**src/rtl/ascii_angle_scaler_if.sv**
```systemverilog
// Parser-side bundle for the ASCII angle scaler: frame strobe and digit bytes in,
// status and servo targets out.
interface ascii_angle_scaler_if;
  logic       start;
  logic [7:0] az_h;
  logic [7:0] az_t;
  logic [7:0] az_u;
  logic [7:0] el_t;
  logic [7:0] el_u;
  logic       busy;
  logic       done;
  logic       err;
  logic [7:0] servo_pos_az;
  logic [7:0] servo_pos_el;

  modport master (
    output start, az_h, az_t, az_u, el_t, el_u,
    input  busy, done, err, servo_pos_az, servo_pos_el
  );

  modport slave (
    input  start, az_h, az_t, az_u, el_t, el_u,
    output busy, done, err, servo_pos_az, servo_pos_el
  );
endinterface

```
**src/rtl/ascii_angle_scaler.sv**
```systemverilog
// Validates ASCII azimuth/elevation digits and scales them to 8-bit servo targets
// using one shared 18-cycle restoring divider; targets hold until a good frame lands.
module ascii_angle_scaler #(
  parameter int         AZ_FULL_SCALE = 270,
  parameter int         EL_FULL_SCALE = 180,
  parameter int         OUT_MAX       = 255,
  parameter logic [7:0] RESET_POS_AZ  = 8'd0,
  parameter logic [7:0] RESET_POS_EL  = 8'd0
) (
  input logic                  clk,
  input logic                  rst_n,
  ascii_angle_scaler_if.slave  bus
);

  typedef enum logic [2:0] {IDLE, CHECK, CONV, DIV_AZ, DIV_EL, DONE} state_t;

  state_t      r_state;
  logic [7:0]  r_azH, r_azT, r_azU, r_elT, r_elU;
  logic        r_bad;
  logic        r_azClamp, r_elClamp;
  logic [17:0] r_quo;
  logic [16:0] r_rem;
  logic [4:0]  r_cnt;
  logic [7:0]  r_resAz;
  logic        r_busy, r_done, r_err;
  logic [7:0]  r_posAz, r_posEl;

  logic [9:0]  w_azBin;
  logic [6:0]  w_elBin;
  logic [17:0] w_azNum, w_elNum;
  logic [17:0] w_divisor, w_trial, w_remNext, w_quoNext;
  logic        w_fits, w_allDigits;

  function automatic logic isDigit(input logic [7:0] b);
    return (b >= 8'h30) && (b <= 8'h39);
  endfunction

  // Captured bytes are already range-checked by the time these are used, so the low nibble is the digit.
  assign w_azBin = 10'(r_azH[3:0]) * 10'd100 + 10'(r_azT[3:0]) * 10'd10 + 10'(r_azU[3:0]);
  assign w_elBin = 7'(r_elT[3:0]) * 7'd10 + 7'(r_elU[3:0]);
  assign w_azNum = 18'(w_azBin) * 18'(OUT_MAX);
  assign w_elNum = 18'(w_elBin) * 18'(OUT_MAX);

  assign w_allDigits = isDigit(r_azH) && isDigit(r_azT) && isDigit(r_azU) &&
                       isDigit(r_elT) && isDigit(r_elU);

  assign w_divisor = (r_state == DIV_EL) ? 18'(EL_FULL_SCALE) : 18'(AZ_FULL_SCALE);
  assign w_trial   = {r_rem, r_quo[17]};
  assign w_fits    = (w_trial >= w_divisor);
  assign w_remNext = w_fits ? (w_trial - w_divisor) : w_trial;
  assign w_quoNext = {r_quo[16:0], w_fits};

  always_ff @(posedge clk or negedge rst_n) begin
    if (!rst_n) begin
      r_state   <= IDLE;
      r_azH     <= '0;
      r_azT     <= '0;
      r_azU     <= '0;
      r_elT     <= '0;
      r_elU     <= '0;
      r_bad     <= 1'b0;
      r_azClamp <= 1'b0;
      r_elClamp <= 1'b0;
      r_quo     <= '0;
      r_rem     <= '0;
      r_cnt     <= '0;
      r_resAz   <= '0;
      r_busy    <= 1'b0;
      r_done    <= 1'b0;
      r_err     <= 1'b0;
      r_posAz   <= RESET_POS_AZ;
      r_posEl   <= RESET_POS_EL;
    end else begin
      r_done <= 1'b0;
      r_err  <= 1'b0;
      case (r_state)
        IDLE, DONE: begin
          if (bus.start) begin
            r_azH   <= bus.az_h;
            r_azT   <= bus.az_t;
            r_azU   <= bus.az_u;
            r_elT   <= bus.el_t;
            r_elU   <= bus.el_u;
            r_busy  <= 1'b1;
            r_state <= CHECK;
          end else begin
            r_state <= IDLE;
          end
        end
        CHECK: begin
          r_bad   <= !w_allDigits;
          r_state <= CONV;
        end
        // A rejected frame exits here so that err lands two edges after start.
        CONV: begin
          if (r_bad) begin
            r_done  <= 1'b1;
            r_err   <= 1'b1;
            r_busy  <= 1'b0;
            r_state <= DONE;
          end else begin
            r_azClamp <= (18'(w_azBin) >= 18'(AZ_FULL_SCALE));
            r_elClamp <= (18'(w_elBin) >= 18'(EL_FULL_SCALE));
            r_quo     <= w_azNum;
            r_rem     <= '0;
            r_cnt     <= '0;
            r_state   <= DIV_AZ;
          end
        end
        DIV_AZ: begin
          r_quo <= w_quoNext;
          r_rem <= w_remNext[16:0];
          r_cnt <= r_cnt + 5'd1;
          if (r_cnt == 5'd17) begin
            r_resAz <= r_azClamp ? 8'(OUT_MAX) : w_quoNext[7:0];
            r_quo   <= w_elNum;
            r_rem   <= '0;
            r_cnt   <= '0;
            r_state <= DIV_EL;
          end
        end
        // The final elevation bit is taken straight from the divider so both targets update together.
        DIV_EL: begin
          r_quo <= w_quoNext;
          r_rem <= w_remNext[16:0];
          r_cnt <= r_cnt + 5'd1;
          if (r_cnt == 5'd17) begin
            r_posAz <= r_resAz;
            r_posEl <= r_elClamp ? 8'(OUT_MAX) : w_quoNext[7:0];
            r_done  <= 1'b1;
            r_busy  <= 1'b0;
            r_state <= DONE;
          end
        end
        default: r_state <= IDLE;
      endcase
    end
  end

  assign bus.busy         = r_busy;
  assign bus.done         = r_done;
  assign bus.err          = r_err;
  assign bus.servo_pos_az = r_posAz;
  assign bus.servo_pos_el = r_posEl;

endmodule

```
**src/flat_wrapper.sv**
```systemverilog
// flat-port wrapper written by rule: the top's interface ports become plain ports
module ascii_angle_scaler_flat 
#(
  parameter int         AZ_FULL_SCALE = 270,
  parameter int         EL_FULL_SCALE = 180,
  parameter int         OUT_MAX       = 255,
  parameter logic [7:0] RESET_POS_AZ  = 8'd0,
  parameter logic [7:0] RESET_POS_EL  = 8'd0
)
  (clk, rst_n, bus_start, bus_az_h, bus_az_t, bus_az_u, bus_el_t, bus_el_u, bus_busy, bus_done, bus_err, bus_servo_pos_az, bus_servo_pos_el);
  ascii_angle_scaler_if bus_i ();
  input logic clk;
  input logic rst_n;
  input wire logic [$bits(bus_i.start)-1:0] bus_start;
  input wire logic [$bits(bus_i.az_h)-1:0] bus_az_h;
  input wire logic [$bits(bus_i.az_t)-1:0] bus_az_t;
  input wire logic [$bits(bus_i.az_u)-1:0] bus_az_u;
  input wire logic [$bits(bus_i.el_t)-1:0] bus_el_t;
  input wire logic [$bits(bus_i.el_u)-1:0] bus_el_u;
  output wire logic [$bits(bus_i.busy)-1:0] bus_busy;
  output wire logic [$bits(bus_i.done)-1:0] bus_done;
  output wire logic [$bits(bus_i.err)-1:0] bus_err;
  output wire logic [$bits(bus_i.servo_pos_az)-1:0] bus_servo_pos_az;
  output wire logic [$bits(bus_i.servo_pos_el)-1:0] bus_servo_pos_el;
  assign bus_i.start = bus_start;
  assign bus_i.az_h = bus_az_h;
  assign bus_i.az_t = bus_az_t;
  assign bus_i.az_u = bus_az_u;
  assign bus_i.el_t = bus_el_t;
  assign bus_i.el_u = bus_el_u;
  assign bus_busy = bus_i.busy;
  assign bus_done = bus_i.done;
  assign bus_err = bus_i.err;
  assign bus_servo_pos_az = bus_i.servo_pos_az;
  assign bus_servo_pos_el = bus_i.servo_pos_el;
  ascii_angle_scaler #(.AZ_FULL_SCALE(AZ_FULL_SCALE), .EL_FULL_SCALE(EL_FULL_SCALE), .OUT_MAX(OUT_MAX), .RESET_POS_AZ(RESET_POS_AZ), .RESET_POS_EL(RESET_POS_EL)) u_core (.clk(clk), .rst_n(rst_n), .bus(bus_i));
endmodule
```
**config.mk**
```make
export PLATFORM = sky130hd
export DESIGN_NAME = ascii_angle_scaler_flat
export DESIGN_NICKNAME = d
export VERILOG_FILES = /design/src/rtl/ascii_angle_scaler_if.sv /design/src/rtl/ascii_angle_scaler.sv /design/src/flat_wrapper.sv
export SDC_FILE = /design/constraint.sdc
export NUM_CORES = 1
export LEC_CHECK = 0
export BUFFER_PORTS_ARGS = -buffer_cell sky130_fd_sc_hd__buf_4
export CORE_ASPECT_RATIO = 0.7
export CORE_MARGIN = 1.5
export CORE_UTILIZATION = 35
export CTS_BUF_LIST = sky130_fd_sc_hd__clkbuf_8 sky130_fd_sc_hd__clkbuf_16
export CTS_CLUSTER_DIAMETER = 100
export CTS_CLUSTER_SIZE = 30
export DETAILED_ROUTE_END_ITERATION = 16
export HOLD_SLACK_MARGIN = 0.06
export SLEW_MARGIN = 20
export SYNTH_ARGS = -nofsm -noshare
export SYNTH_HDL_FRONTEND = slang
export SYNTH_SLANG_ARGS = --single-unit
```
**constraint.sdc**
```tcl
create_clock -name clk -period 6.6 [get_ports clk]
set_clock_uncertainty 0.2 [all_clocks]
set_input_delay 0.33 -clock clk [delete_from_list [all_inputs] [get_ports clk]]
set_output_delay 0.33 -clock clk [all_outputs]
set_load 0.01 [all_outputs]
```
[Word level (Yosys, flattened, before mapping)]
Index checks and enable logic that the tools add are counted.
Word-level totals
  register bits: 112
Cells by class
  $add $sub $neg: 5
  $mul: 5
  magnitude comparators: 12
  equal/unequal tests: 11
  multiplexer cells: 25
  bitwise logic cells: 1
  reduce and logical (&&, ||, !) cells: 21
Operators by type and width (number)
  18-bit case mux with 3 select lines: 1
  17-bit two-way mux: 3
  17-bit case mux with 3 select lines: 1
  8-bit by 6-bit >= comparator with 1-bit output, second input constant: 5
  8-bit by 6-bit less-or-equal comparator with 1-bit output, second input constant: 5
  18-bit two-way mux: 2
  18-bit by 9-bit >= comparator with 1-bit output: 1
  10-bit by 8-bit multiplier with 18-bit output, second input constant: 1
  17-bit subtractor: 1
  7-bit by 8-bit multiplier with 15-bit output, second input constant: 1
  3-bit case mux with 5 select lines: 1
  5-bit case mux with 3 select lines: 1
  2-bit AND reduction: 6
  10-bit by 4-bit adder with 10-bit output: 1
  10-bit by 8-bit adder with 10-bit output: 1
  10-bit by 9-bit >= comparator with 1-bit output, second input constant: 1
  5-bit two-way mux: 2
  1-bit logical AND: 9
  3-bit two-way mux: 3
  9-bit two-way mux: 1
  4-bit by 5-bit multiplier with 8-bit output, second input constant: 1
  8-bit two-way mux: 1
  7-bit by 4-bit adder with 7-bit output: 1
  4-bit by 3-bit multiplier with 7-bit output, second input constant: 1
  17 further kinds: 29

[Longest topological paths before layout]
  depth after elaboration: 7
  gate-level depth with buffers: 26
  gate-level depth less buffers: 26

[Worst setup path before layout]
OpenSTA, ideal clock, no wires.
  path kind: register to register
  start: register u_core.r_azT[1]
  end: register u_core.r_quo[17]
  library setup time: 135 ps
  arrival time: 6259 ps
  required time: 6265 ps
  slack: 6 ps
  stages on the path, launching flop included: 26
  path buffers: 0
  clock period less this slack: 6594 ps
  path through: dfrtp_1 -> ha_1 -> ha_1 -> fa_1 -> ha_1 -> ha_1 -> o21ai_0 -> o21ai_0 -> a21oi_1 -> xnor2_1 -> inv_1 -> ha_1 -> ha_1 -> xor2_1 -> fa_1 -> inv_1 -> fa_1 -> inv_1 -> ha_1 -> a21oi_1 -> nand2_1 -> o2111ai_1 -> a21oi_1 -> a311oi_1 -> xnor2_1 -> o21ai_0
Between the ends
  longest elaborated chain between the ends: 6
RTL lines
  start: declaration: RTL line ascii_angle_scaler.sv:18  | logic [7:0] r_azH, r_azT, r_azU, r_elT, r_elU;
  start signal: assignment: RTL line ascii_angle_scaler.sv:80  | r_azT <= bus.az_t;
  4-bit by 3-bit multiplier with 7-bit output: RTL line ascii_angle_scaler.sv:39  | assign w_azBin = 10'(r_azH[3:0]) * 10'd100 + 10'(r_azT[3:0]) * 10'd10 + 10'(r_azU[3:0]);
  10-bit by 8-bit adder with 10-bit output: RTL line ascii_angle_scaler.sv:39
  10-bit by 4-bit adder with 10-bit output: RTL line ascii_angle_scaler.sv:39
  10-bit by 8-bit multiplier with 18-bit output: RTL line ascii_angle_scaler.sv:41  | assign w_azNum = 18'(w_azBin) * 18'(OUT_MAX);
  18-bit two-way mux: RTL line ascii_angle_scaler.sv:96  | if (r_bad) begin
  18-bit case mux with 3 select lines: RTL line ascii_angle_scaler.sv:76  | case (r_state)
  end signal: assignment: RTL line ascii_angle_scaler.sv:104  | r_quo <= w_azNum;
  end signal: assignment: RTL line ascii_angle_scaler.sv:111  | r_quo <= w_quoNext;
  end signal: assignment: RTL line ascii_angle_scaler.sv:116  | r_quo <= w_elNum;
  end: declaration: RTL line ascii_angle_scaler.sv:21  | logic [17:0] r_quo;
Every way passes these cells. The select of a mux whose other input is x is not followed.
A chain may end at the register's enable or synchronous reset.

[Final worst setup path]
  start: register u_core.r_azT[1]
  end: register u_core.r_quo[16]
The elaborated chain is that of the path after synthesis.

==> flow_summary_export.csv <==
group,metric,value,unit
outcome,status,"finished clean",
synthesis,synth_common_cells,"ha_1, inv_1, dfrtp_1, nand2_1, o21ai_0",
grt,grt_pass1_vias,7314,
clock_network,numClockSinks,112,
synthesis,synth_top_area_cell,"dfrtp_1",
die,core,26800,sq um
die,row_count,50,
clock_network,path_clk_slew,0.08,ns
finish,stdcell_count,1477,
placement,numPortBuffers,61,
worst_setup_path,worst-path-max-fanout,4,
worst_setup_path,critPathArrivalTime,6.45,ns
finish,postLayoutCellArea,11500,sq um
clock_network,cts_buffers,9,
placement,hpwl,17.0,mm
clock_network,cts_tree,"yes",
timing,setup_violations,0,
grt,grt_pass1_wl,37.3,mm
routing,postRouteAntennaNets,0,
synthesis,ys_async_sr_fraction,1.00,
timing,rsz0062_at_grt,"true",
clock_network,clock_latency,0.37,ns
grt,grt.busiest_layer,"met1",
die,fp.dieW,201,um
synthesis,ys_seq_area_frac,0.293,
placement,gp_congestion,0.874,
synthesis,synth_edf_count,0,
die,die-area,28300,sq um
worst_setup_path,worstSetupEndpointType,"flip-flop",
routing,vias,7289,
grt,met1_usage,0.238,
synthesis,synth.net_count,1218,
routing,finalWirelength,22.3,mm
routing,route.detailed.drc,0,
worst_hold_path,hp-class,"input pin to flip-flop",
synthesis,synth_ff_type,"dfrtp_1",
grt,use_met2,0.236,
timing,fin_crit,6.36,ns
finish,drive_above_1_share,0.174,
finish,fill_cells,2628,
worst_setup_path,path_buf_inv,4,
timing,slew_violations,0,
worst_setup_path,cp-start-kind,"flip-flop",
routing,drtIter0Drc,351,
synthesis,synth.top_cells.by_area,"dfrtp_1, ha_1, fa_1, mux2_2, inv_1",
synthesis,syn_inst,988,
placement,placed_area,10600,sq um
placement,placedCellCount,1416,
clock_network,cts_buffer_depth,2,
timing,period_share,0.964,
synthesis,syn_area,9560,sq um
grt,antenna_found_initial,0,
clock_network,h-tree-depth,3,
grt,overflow,0,
timing,tightest_slew,0.957,ns
routing,drt_first_pass_iters,4,
synthesis,yosysMostFrequentCell,"ha_1",
grt,grt_use_total,0.163,
routing,wl_per_cell,15.1,um
placement,place_ws,0.0335,ns
worst_setup_path,worstPathRequired,6.69,ns
synthesis,yosysTopAreaCellShare,0.293,
clock_network,cts_root_buffer,"clkbuf_16",
timing,finalHoldViolCount,0,
routing,post_drt_via_cell_ratio,4.94,
worst_setup_path,cp_top_family,"adder cells",
worst_setup_path,critPathMaxStageDelay,0.53,ns
grt,use_met3,0.0503,
finish,syn_to_final_growth,20.3,%
die,die_y,141,um
grt,grt_max_degree,72,
worst_setup_path,r2r_slack,0.24,ns
worst_setup_path,path_common_cell,"ha_1",
flow_run,drv_cap,0,
die,initial_core_util,0.357,
synthesis,yosysWarnings,0,
finish,fin_nets,1338,
synthesis,ys_types,66,
die,pin_count,62,
synthesis,synth.avg_cell_area,9.67,sq um
synthesis,ys_seq_elements,112,
timing,tns,0,ns
worst_setup_path,worst-setup-path-type,"flip-flop to flip-flop",
timing,slew_headroom,0.359,
finish,antennaDiodeCount,0,
timing,fmaxAchievable,0.157,GHz
worst_setup_path,slowest_stage,"fa_2",
timing,fin_ws,0.240,ns
## final timing paths
| kind | startpoint | endpoint | cells after the start |
|---|---|---|---|
| min reg2reg | u_core.r_resAz[0]$_DFFE_PN0P_ | u_core.r_resAz[0]$_DFFE_PN0P_ | 2 |
| min in group asynchronous | rst_n | u_core.bus.servo_pos_az[5]$_DFFE_PN0P_ | 2 |
| max | u_core.r_azT[1]$_DFFE_PN0P_ | u_core.r_quo[16]$_DFFE_PN0P_ | 25 |
| max in group asynchronous | rst_n | u_core.r_elT[1]$_DFFE_PN0P_ | 3 |
| max reg2reg | u_core.r_azT[1]$_DFFE_PN0P_ | u_core.r_quo[16]$_DFFE_PN0P_ | 25 |
| min | bus_start | u_core.bus.busy$_DFFE_PN0P_ | 5 |
## cells by family after synthesis
kind of cell / share of synthesized area
buffers and inverters: 0.0622
AOI/OAI and AO/OA: 0.135
muxes: 0.0585
DFF: 0.293
and+or+nand+nor: 0.110
adders and majority gates: 0.288
xor gates and xnor gates: 0.0531
## sequential cells by signal, indices dropped and copies added, names as in the netlist
register                 cells
u_core.r_elT                 8
u_core.r_quo                18
u_core.r_azClamp             1
u_core.bus.done              1
u_core.r_rem                17
u_core.r_state               3
u_core.r_azT                 8
u_core.r_elU                 8
u_core.bus.err               1
u_core.r_bad                 1
u_core.r_resAz               8
u_core.bus.servo_pos_el      8
u_core.r_azU                 8
u_core.r_cnt                 5
u_core.bus.busy              1
u_core.bus.servo_pos_az      8
u_core.r_azH                 8
## cell usage in the layout, fill, tap and decap left out, types with 4 or more instances in the layout
master           n
inv_1          129
ha_1           124
dfrtp_1        112
buf_4           92
nand2_1         91
o21ai_0         54
fa_1            54
a21oi_1         50
mux2_2          46
nor2_1          41
dlygate4sd3_1   41
xnor2_1         30
xor2_1          25
a21o_1          17
nand3_1         16
nor3_1          15
o21ai_1         13
nand2b_1        11
nor2b_1         10
clkbuf_16        9
a21oi_2          8
a221oi_1         8
o22ai_1          7
o21bai_1         6
ha_4             6
a211oi_1         5
o211ai_1         5
a22oi_1          5
a31oi_1          5
o311ai_1         4
## area by class of cell
cell class	instances	area, sq um	share of cell area
flip-flops and latches	112	2800	0.244
repair buffers	133	1100	0.0957
well taps	364	455	0.0396
clock buffers	12	267	0.0232
multi-input cells	720	6340	0.551
clock inverters	4	38.8	0.00337
inverters	132	497	0.0432
## layer usage
layer | part of all wire | vias up | routed length [um]
met1 | 0.51 | 3468 | 11500
met2 | 0.41 | 190 | 9130
met5 | 0 | - | 0
li1 | - | 3620 | -
met3 | 0.070 | 11 | 1550
met4 | 0.0057 | 0 | 128
## per-stage QoR
step                hold slack, ns  utilization
floorplan                   -0.166            -
global placement             0.150        0.395
detailed placement           0.153        0.395
CTS                          0.156        0.423
global route                 0.218        0.430
finish                       0.168        0.430
## what timing repair did
item	CTS	global route
resized for setup	3	29
gates cloned	0	0
hold buffers	41	0
hold endpoints to repair	81	0
setup buffers	0	4
pin swaps	3	11
endpoints found under the setup margin	1	8
## worst min-delay path, stage by stage
cell and delay [ns]:
buf_4 0.10, a2bb2oi_1 0.06, nor2_1 0.09, nor2_1 0.05, nor2_1 0.07
Power is not shown: default switching activity piles up to over one toggle a cycle in this logic, so the estimate is an artifact.
